## config.mk

```make
export PLATFORM = sky130hd
export DESIGN_NAME = if_fetch
export DESIGN_NICKNAME = d
export VERILOG_FILES = /design/src/rtl/if_fetch_pkg.sv /design/src/rtl/if_fetch.sv
export SDC_FILE = /design/constraint.sdc
export NUM_CORES = 1
export LEC_CHECK = 0
export ABC_AREA = 0
export BUFFER_PORTS_ARGS = -buffer_cell sky130_fd_sc_hd__buf_2
export CAP_MARGIN = 20
export CORE_MARGIN = 10
export CORE_UTILIZATION = 50
export DETAILED_ROUTE_END_ITERATION = 16
export HOLD_SLACK_MARGIN = 0.06
export PLACE_DENSITY = 0.89
export SYNTH_ARGS = -nofsm -noshare
export SYNTH_HDL_FRONTEND = slang
export SYNTH_SLANG_ARGS = --single-unit
```

## constraint.sdc

```tcl
create_clock -name clk -period 2.9 [get_ports clk]
set_input_delay 0.29 -clock clk [delete_from_list [all_inputs] [get_ports clk]]
set_output_delay 0.29 -clock clk [all_outputs]
set_load 0.03 [all_outputs]
```

## src/rtl/if_fetch_pkg.sv

```systemverilog
// Shared definitions for the instruction fetch unit.
// Bus widths, reset level, zero word and the fetch FSM encoding.
package if_fetch_pkg;

    localparam int InstAddrBus = 32;
    localparam int InstBus     = 32;
    localparam int MemByteBus  = 8;

    localparam logic [InstBus-1:0] ZeroWord  = '0;
    localparam logic               RstEnable = 1'b1;

    // Number of byte reads that make up one instruction word
    localparam logic [2:0] BytesPerInst = 3'd4;

    typedef enum logic {
        IF_FETCH = 1'b0,
        IF_HOLD  = 1'b1
    } if_state_e;

endpackage

```

## src/rtl/if_fetch.sv

```systemverilog
// Instruction fetch: four byte reads per 32-bit word, little-endian.
// Ports: clk/rst (sync high), branch_*_i redirect, mem_* byte port,
//        inst_valid_o/id_ready_i handshake, pc_o/inst_o to decode.
module if_fetch
    import if_fetch_pkg::*;
#(
    parameter logic [InstAddrBus-1:0] RESET_PC = 32'h0
) (
    input  logic                   clk,
    input  logic                   rst,
    input  logic                   branch_flag_i,
    input  logic [InstAddrBus-1:0] branch_target_i,
    output logic                   mem_req_o,
    output logic [InstAddrBus-1:0] mem_a_o,
    input  logic                   mem_grant_i,
    input  logic [MemByteBus-1:0]  mem_din_i,
    output logic                   inst_valid_o,
    input  logic                   id_ready_i,
    output logic [InstAddrBus-1:0] pc_o,
    output logic [InstBus-1:0]     inst_o
);

    if_state_e              r_state;
    logic [InstAddrBus-1:0] r_pc;
    logic [InstBus-1:0]     r_buf;
    logic [2:0]             r_issue;
    logic [2:0]             r_recv;
    logic                   r_pend;
    logic                   r_valid;

    logic                   w_req;
    logic                   w_fire;

    // Request is suppressed while reset or a redirect is being taken
    assign w_req = (r_state == IF_FETCH)
                && (r_issue < BytesPerInst)
                && (rst != RstEnable)
                && !branch_flag_i;
    assign w_fire = w_req & mem_grant_i;

    assign mem_req_o    = w_req;
    assign mem_a_o      = r_pc + {29'b0, r_issue};
    assign inst_valid_o = r_valid;
    assign pc_o         = r_pc;
    assign inst_o       = r_buf;

    always_ff @(posedge clk) begin
        if (rst == RstEnable) begin
            r_state <= IF_FETCH;
            r_pc    <= RESET_PC;
            r_buf   <= ZeroWord;
            r_issue <= 3'd0;
            r_recv  <= 3'd0;
            r_pend  <= 1'b0;
            r_valid <= 1'b0;
        end else if (branch_flag_i) begin
            // Dropping pend discards the byte already in flight
            r_state <= IF_FETCH;
            r_pc    <= branch_target_i;
            r_buf   <= ZeroWord;
            r_issue <= 3'd0;
            r_recv  <= 3'd0;
            r_pend  <= 1'b0;
            r_valid <= 1'b0;
        end else begin
            unique case (r_state)
                IF_FETCH: begin
                    r_pend <= w_fire;
                    if (w_fire) begin
                        r_issue <= r_issue + 3'd1;
                    end
                    if (r_pend) begin
                        r_buf[{r_recv[1:0], 3'b000} +: 8] <= mem_din_i;
                        r_recv <= r_recv + 3'd1;
                        if (r_recv == BytesPerInst - 3'd1) begin
                            r_valid <= 1'b1;
                            r_state <= IF_HOLD;
                        end
                    end
                end
                IF_HOLD: begin
                    if (id_ready_i) begin
                        r_pc    <= r_pc + 32'd4;
                        r_buf   <= ZeroWord;
                        r_issue <= 3'd0;
                        r_recv  <= 3'd0;
                        r_pend  <= 1'b0;
                        r_valid <= 1'b0;
                        r_state <= IF_FETCH;
                    end
                end
                default: r_state <= IF_FETCH;
            endcase
        end
    end

endmodule

```

==> results of run 1 <==
[sequential cells by signal, summed over array words and instances (netlist names)]
| register | cells |
|---|---|
| inst_valid_o | 1 |
| inst_o | 32 |
| r_state | 1 |
| r_issue | 3 |
| r_pend | 1 |
| r_recv | 3 |
| pc_o | 32 |
[metrics by stage]
stage	utilization	worst slack [ns]	instances
finish	0.641	0.175	726
global route	0.641	0.0295	726
CTS	0.641	0.203	726
detailed placement	0.617	0.516	711
global placement	0.617	0.674	711
floorplan	-	0.375	490
[path summary, 6_finish.rpt]
| path | slack [ns] | depth (start not counted) | from | end |
|---|---|---|---|---|
| max | 0.17 | 5 | pc_o[4] | mem_a_o[25] |
| min | 0.19 | 3 | branch_target_i[28] | pc_o[28] |
| max reg2reg | 0.49 | 7 | r_recv[0] | inst_o[21] |
| min reg2reg | 0.46 | 2 | inst_valid_o | inst_valid_o |
[report_power, final]
part / switching (uW) / internal, uW / total (uW)
clock: 377 / 376 / 753
combinational: 266 / 127 / 393
sequential: 62.7 / 1040 / 1100
[metal layers]
metal / track usage / up-vias / routed length [um]
met2: 0.352 / 283 / 6310
met3: 0.0761 / 45 / 1780
met4: 0.0957 / 0 / 362
met5: 0 / - / 0
li1: - / 2064 / -
met1: 0.260 / 2049 / 5100
[cells in the mapped netlist, types with 3 or more instances]
| cell type | n | area [um2] |
|---|---|---|
| nor2_1 | 75 | 282 |
| dfxtp_1 | 73 | 1460 |
| a22oi_1 | 33 | 248 |
| nand2_1 | 32 | 120 |
| xnor2_1 | 29 | 254 |
| clkbuf_1 | 25 | 93.8 |
| inv_1 | 16 | 60.1 |
| nand4_1 | 16 | 100 |
| nand3_1 | 15 | 75.1 |
| nor4_1 | 14 | 87.6 |
| a21oi_1 | 13 | 65.1 |
| nor3_1 | 13 | 65.1 |
| a211oi_1 | 12 | 90.1 |
| a311oi_1 | 12 | 105 |
| ha_1 | 12 | 150 |
| xor2_1 | 12 | 105 |
| and4_1 | 9 | 78.8 |
| or3_1 | 9 | 56.3 |
| buf_2 | 8 | 40.0 |
| o21ai_0 | 8 | 40.0 |
| or4_1 | 6 | 45.0 |
| a2111oi_0 | 5 | 43.8 |
| and3_1 | 5 | 31.3 |
| a221oi_1 | 4 | 35.0 |
| mux2i_1 | 3 | 30.0 |
| o31ai_1 | 3 | 22.5 |
| o41ai_1 | 3 | 26.3 |
[cell type report]
class	count	share of cell area
Tap cell	102	0.0255
Clock buffer	13	0.0338
Multi-Input combinational cell	366	0.475
Sequential cell	73	0.292
Clock inverter	2	0.00250
Timing Repair Buffer	153	0.159
Inverter	17	0.0128
[cells by family after synthesis]
kind of cell / after synthesis / share of synthesized area
xor gates and xnor gates: 41 / 0.0890
adders and majority gates: 13 / 0.0422
and+or+nand+nor: 209 / 0.265
AOI/OAI and AO/OA: 100 / 0.184
DFF: 73 / 0.362
buffers and inverters: 51 / 0.0499
muxes: 3 / 0.00744
[worst min-delay path, cell delays in order]
cell and delay, ns:
buf_2 0.10, inv_1 0.04, a2111oi_0 0.08
==> results.yml, run 1 <==
power_and_ir_drop:
  ir_worst_vdd_v: 0.000319
  p_per_area_mw_per_mm2: 449
  p_leak_uw: 0.00213
  finalPower_uw: 2240
timing:
  holdWs_ns: 0.195
  period_needed_ns: 2.73
  fin_crit_sh: 0.940
  hold_violations: 0
  finalSetupViolCount: 0
  fin_tns_setup_ns: 0
  rsz0062_at_grt: "false"
  fmax_ghz: 0.367
  slew-limit-headroom: 0.456
  drv_slew: 0
  finClkSkew_ns: 0.0145
  tightest_slew_ns: 0.817
cts:
  numCtsBuffers: 9
  root_buffer: "clkbuf_8"
  clk_path_buf_depth: 2
  cts.sinks: 73
  cts_resized: 0
  hold_buffers: 0
  cts_max_level: 3
  clock_latency_ns: 0.35
  cts_tree: "done"
  postCtsSetupRepairBufs: 0
  path_clk_slew_ns: 0.09
drt:
  routed_wl_um: 13600
  ant_nets: 0
  viasPerCell: 6.12
  drc: 0
  firstDrtPassIters: 9
  drt_iter0_drc: 282
  wl_per_cell_um: 18.7
  via_count: 4441
worst_setup_path:
  cp.arrival_ns: 2.44
  path_max_fanout: 9
  slowest_stage: "dfxtp_1"
  cp-end-kind: "output port"
  crit_buf_inv: 1
  max_stage_delay_ns: 0.51
  crit_required_ns: 2.61
  path_cells: "nand4_1 -> or3_1 -> nor4_1 -> xor2_1 -> buf_2"
  cp-start-kind: "register"
  path_class: "register to output port"
  critical-path-top-delay-family: "simple AND/OR/NAND/NOR gates"
min_path:
  hold_class: "input pin to register"
floorplan:
  pin_count: 143
  die_width_um: 110
  dieArea_mm2: 0.0121
  fp.dieH_um: 110
  num_rows: 32
  initial_utilization: 0.517
  coreArea_mm2: 0.00781
grt:
  antenna_found_initial: 0
  grt_pass1_wl_um: 21600
  grt_max_degree: 47
  grt_pass1_vias: 4355
  groute.usage.overall: 0.220
  gr-total-overflow: 0
synthesis:
  yosysWarnings: 0
  synth_flop_cell: "dfxtp_1"
  postSynthAreaPerCell_um2: 8.24
  synth_area_mm2: 0.00404
  syn_inst: 490
  async_flop_share: 0
  ys_types: 47
  yosysSeqAreaShare: 0.362
  ys_ff_latch: 73
  syn-num-nets: 548
  synth_edf_count: 0
final_layout:
  areaGrowthSynthToFinish_pct: 23.9
  nNetsFinal: 678
  fillers: 687
  layout_common_cells: "142 x buf_2, 75 x nor2_1, 73 x dfxtp_1"
  final_area_mm2: 0.00500
  final_common_cell: "buf_2"
  antenna_cells: 0
  ff_latch_area_mm2: 0.00146
  multi_input_area_mm2: 0.00237
  drive_above_1_share: 0.282
place:
  gp_congestion: 0.919
  dp_hpwl_um: 10200
  portBuffers: 142
  placed_area_mm2: 0.00482
status:
  outcome: "finished clean"
flow_run:
  max-cap-violations: 0
No activity file was read; power rests on OpenSTA's default activity.
==> run 2: changes to the inputs <==
--- a/config.mk
+++ b/config.mk
@@ -9,10 +9,12 @@
 export BUFFER_PORTS_ARGS = -buffer_cell sky130_fd_sc_hd__buf_2
 export CAP_MARGIN = 20
 export CORE_MARGIN = 10
-export CORE_UTILIZATION = 50
+export CORE_UTILIZATION = 52
+export CTS_BUF_LIST = sky130_fd_sc_hd__clkbuf_4
 export DETAILED_ROUTE_END_ITERATION = 16
+export GPL_TIMING_DRIVEN = 0
 export HOLD_SLACK_MARGIN = 0.06
-export PLACE_DENSITY = 0.89
+export PLACE_DENSITY = 0.92
 export SYNTH_ARGS = -nofsm -noshare
 export SYNTH_HDL_FRONTEND = slang
 export SYNTH_SLANG_ARGS = --single-unit
==> results.yml, run 2 (synthesis gave the netlist of run 1 again) <==
cts:
  cts_tree: "done"
  root_buffer: "clkbuf_4"
  path_clk_slew_ns: 0.13
  clock_latency_ns: 0.44
  clk_path_buf_depth: 2
  postCtsSetupRepairBufs: 0
  cts_max_level: 3
  numCtsBuffers: 9
  hold_buffers: 0
  cts.sinks: 73
power_and_ir_drop:
  ir_worst_vdd_v: 0.000321
  finalPower_uw: 2170
  p_leak_uw: 0.00213
  p_per_area_mw_per_mm2: 428
floorplan:
  die_width_um: 108
  fp.dieH_um: 108
  pin_count: 143
  coreArea_mm2: 0.00765
  dieArea_mm2: 0.0117
  initial_utilization: 0.528
  num_rows: 32
timing:
  fin_crit_sh: 0.966
  slew-limit-headroom: 0.374
  finClkSkew_ns: 0.0150
  hold_violations: 0
  drv_slew: 0
  fmax_ghz: 0.357
  worst_slack_ns: 0.0989
  finalSetupViolCount: 0
  period_needed_ns: 2.80
  tightest_slew_ns: 0.932
worst_setup_path:
  path_class: "register to output port"
  endpoint: "mem_a_o[31]"
  cp-end-kind: "output port"
  cp.arrival_ns: 2.51
  path_max_fanout: 9
  crit_required_ns: 2.61
  cp-startpoint: "pc_o[8]"
  rrSetupSlack_ns: 0.28
  timing.rr.start: "r_recv[0]"
  r2r_end: "inst_o[17]"
  r2r_cells: 6
  cp-start-kind: "register"
grt:
  gr-total-overflow: 0
  grt_max_degree: 14
  antenna_found_initial: 1
  grt_pass1_wl_um: 22600
  top_usage_layer: "met2"
  grt_use_met3: 0.0898
  gr-usage-met2: 0.388
  groute.usage.overall: 0.238
  grt_pass1_vias: 4598
  use_met1: 0.274
final_layout:
  drive_above_1_share: 0.291
  final_common_cell: "buf_2"
  fillers: 631
  areaGrowthSynthToFinish_pct: 25.6
  layout_common_cells: "149 x buf_2, 75 x nor2_1, 70 x dfxtp_1"
  nNetsFinal: 696
  fin_util: 0.663
  layout.cells.non_filler: 745
drt:
  viasPerCell: 6.10
  routed_wl_um: 14200
  firstDrtPassIters: 5
  ant_nets: 0
  drt_iter0_drc: 477
  via_count: 4546
  drc: 0
  wl_per_cell_um: 19.1
status:
  outcome: "finished clean"
place:
  portBuffers: 141
  post-place-ws_ns: 0.161
  dp.cells: 734
  dp_hpwl_um: 11100
  gp_congestion: 1.03
min_path:
  hold_class: "input pin to register"
flow_run:
  max-cap-violations: 0
-- run 2: worst min path at each step --
stage,startpoint,end,slack [ns],depth (start not counted)
5_1_grt,branch_target_i[28],pc_o[28],0.08,3
4_1_cts,branch_target_i[28],pc_o[28],0.09,3
3_3_place_gp,inst_valid_o,inst_valid_o,0.44,2
3_5_place_dp,inst_valid_o,inst_valid_o,0.45,2
6_report,branch_target_i[28],pc_o[28],0.09,3
2_1_floorplan,branch_target_i[0],pc_o[0],0.44,2
-- run 2: where the power goes --
group          switching, uW  internal [uW]
registers               51.9           1040
logic                    288            132
clock network            399            262
-- run 2: cell type report --
class                   instances  area (um2)  area share
well taps                     102         128      0.0252
clock buffers                   9        67.6      0.0133
multi-input cells             366        2440       0.481
plain buffers                  29         121      0.0239
inverters                      17        63.8      0.0126
repair buffers                142         713       0.141
clock inverters                 6        68.8      0.0136
diodes                          1        2.50    0.000494
flip-flops and latches         73        1470       0.289
-- run 2: routing by layer --
metal	vias up	wire length (um)
li1	2104	-
met5	-	0
met2	281	6690
met4	0	446
met3	39	1660
met1	2122	5430
-- run 2: through the flow --
step	setup TNS (ns)	hold slack, ns	cell area (um2)
final	0	0.0887	5070
after global routing	-0.00160	0.0758	5070
after CTS	0	0.0908	5000
after detailed placement	0	0.449	4870
after global placement	0	0.445	4870
after floorplan	0	0.437	4040
-- run 2: critical path: stages, from the launching register on --
cell     delay [ns]
dfxtp_1        0.38
buf_2          0.22
nand4_4        0.20
or3_4          0.48
nor4_1         0.30
xor2_1         0.25
buf_2          0.24
-- run 2: repair_timing --
item	4_1_cts	5_1_grt
cloned	0	0
setup endpoints to repair	3	31
pin swaps	1	0
resized for setup	1	16
==> run 3: changes to the inputs <==
--- a/config.mk
+++ b/config.mk
@@ -8,13 +8,15 @@
 export ABC_AREA = 0
 export BUFFER_PORTS_ARGS = -buffer_cell sky130_fd_sc_hd__buf_2
 export CAP_MARGIN = 20
+export CELL_PAD_IN_SITES_DETAIL_PLACEMENT = 0
+export CELL_PAD_IN_SITES_GLOBAL_PLACEMENT = 1
 export CORE_MARGIN = 10
-export CORE_UTILIZATION = 52
+export CORE_UTILIZATION = 37
 export CTS_BUF_LIST = sky130_fd_sc_hd__clkbuf_4
 export DETAILED_ROUTE_END_ITERATION = 16
 export GPL_TIMING_DRIVEN = 0
 export HOLD_SLACK_MARGIN = 0.06
-export PLACE_DENSITY = 0.92
+export PLACE_DENSITY = 0.91
 export SYNTH_ARGS = -nofsm -noshare
 export SYNTH_HDL_FRONTEND = slang
 export SYNTH_SLANG_ARGS = --single-unit
==> results.yml, run 3 (synthesis gave the netlist of run 1 again) <==
status:
  outcome: "finished clean"
min_path:
  hold_class: "input pin to register"
timing:
  slew-limit-headroom: 0.387
  hold_violations: 0
  fin_crit_sh: 0.963
  finalSetupViolCount: 0
  fmax_ghz: 0.358
  period_needed_ns: 2.79
  drv_slew: 0
  fin_tns_setup_ns: 0
  tightest_slew_ns: 0.911
  holdWs_ns: 0.0922
  finClkSkew_ns: 0.0150
  rsz0062_at_grt: "false"
worst_setup_path:
  path_class: "register to output port"
  cp-end-kind: "output port"
  cp.arrival_ns: 2.50
  crit_required_ns: 2.61
  rrSetupSlack_ns: 0.36
  crit_buf_inv: 1
  cp-start-kind: "register"
  path_cells: "ha_1 -> fa_1 -> a21o_1 -> and3_1 -> nand4_1 -> xnor2_1 -> buf_2"
  slowest_stage: "fa_1"
  path_max_fanout: 10
  max_stage_delay_ns: 0.41
  critical-path-top-delay-family: "adder cells"
drt:
  viasPerCell: 5.62
  via_count: 4407
  drt_iter0_drc: 281
  firstDrtPassIters: 5
  drc: 0
  ant_nets: 0
  routed_wl_um: 14600
  wl_per_cell_um: 18.6
place:
  gp_congestion: 0.933
  portBuffers: 141
  dp_hpwl_um: 11200
  dp.cells: 771
final_layout:
  antenna_cells: 0
  drive_above_1_share: 0.297
  areaGrowthSynthToFinish_pct: 28.7
  nNetsFinal: 697
  final_common_cell: "buf_2"
  layout_common_cells: "147 x buf_2, 74 x nor2_1, 67 x dfxtp_1"
  layout.cells.non_filler: 784
  fin_util: 0.483
floorplan:
  fp.dieH_um: 124
  die_width_um: 124
  dieArea_mm2: 0.0155
  initial_utilization: 0.376
  coreArea_mm2: 0.0107
  num_rows: 38
  pin_count: 143
cts:
  clk_path_buf_depth: 2
  cts.sinks: 73
  hold_buffers: 0
  cts_max_level: 3
  cts_tree: "done"
  clock_latency_ns: 0.44
  numCtsBuffers: 9
  path_clk_slew_ns: 0.11
  root_buffer: "clkbuf_4"
grt:
  grt_max_degree: 14
  grt_pass1_vias: 4299
  grt_use_met3: 0.0706
  use_met1: 0.215
  gr-usage-met2: 0.281
  groute.usage.overall: 0.177
  antenna_found_initial: 1
  gr-total-overflow: 0
  top_usage_layer: "met2"
  grt_pass1_wl_um: 22700
power_and_ir_drop:
  p_leak_uw: 0.00216
  ir_worst_vdd_v: 0.000216
  p_per_area_mw_per_mm2: 455
flow_run:
  max-cap-violations: 0
==> run 3: final timing paths <==
check        cells after the start      endpoint               start
max                              7   mem_a_o[18]             pc_o[0]
min                              3       pc_o[1]  branch_target_i[1]
max reg2reg                      6    inst_o[20]           r_recv[0]
min reg2reg                      2  inst_valid_o        inst_valid_o
==> run 3: what timing repair did <==
action,CTS,global route
setup endpoints to repair,9,30
pin swaps,0,1
buffers inserted,0,2
resized for setup,1,19
==> run 3: area by class of cell <==
cell class | count | area (um2)
fillers | 1085 | 5550
repair buffers | 144 | 731
inverters | 17 | 63.8
multi-input cells | 366 | 2450
flip-flops and latches | 73 | 1470
plain buffers | 28 | 118
clock buffers | 10 | 75.1
clock inverters | 6 | 115
well taps | 140 | 175
==> run 3: where the power goes <==
part	internal (uW)	switching, uW	leakage [uW]
clock	450	407	0.0000972
combinational	133	283	0.00146
sequential	1040	55.1	0.000598
total	1620	745	0.00216
==> run 3: stage by stage <==
stage / power, uW / instance area (um2) / worst slack (ns)
final: 2370 / 5190 / 0.106
after global routing: 2450 / 5190 / 0.00692
after CTS: 2380 / 5100 / 0.0198
after detailed placement: 1530 / 4920 / 0.198
after global placement: 1520 / 4920 / 0.294
after floorplan: 1370 / 4040 / 0.375
==> run 3: worst register-to-register path: cells and delay by family, from the launching register on <==
kind	cells	cell delay, ns
flip-flops	1	0.55
adder cells (fa/ha/maj)	1	0.38
AND/OR/NAND/NOR	2	0.65
buffers and inverters	1	0.22
AO/OA/AOI/OAI	2	0.69
==> run 3: routing by layer <==
layer	vias to the layer above	routed length [um]
met5	-	17
met4	2	157
met3	16	1530
met2	232	6820
met1	2043	6060
li1	2114	-
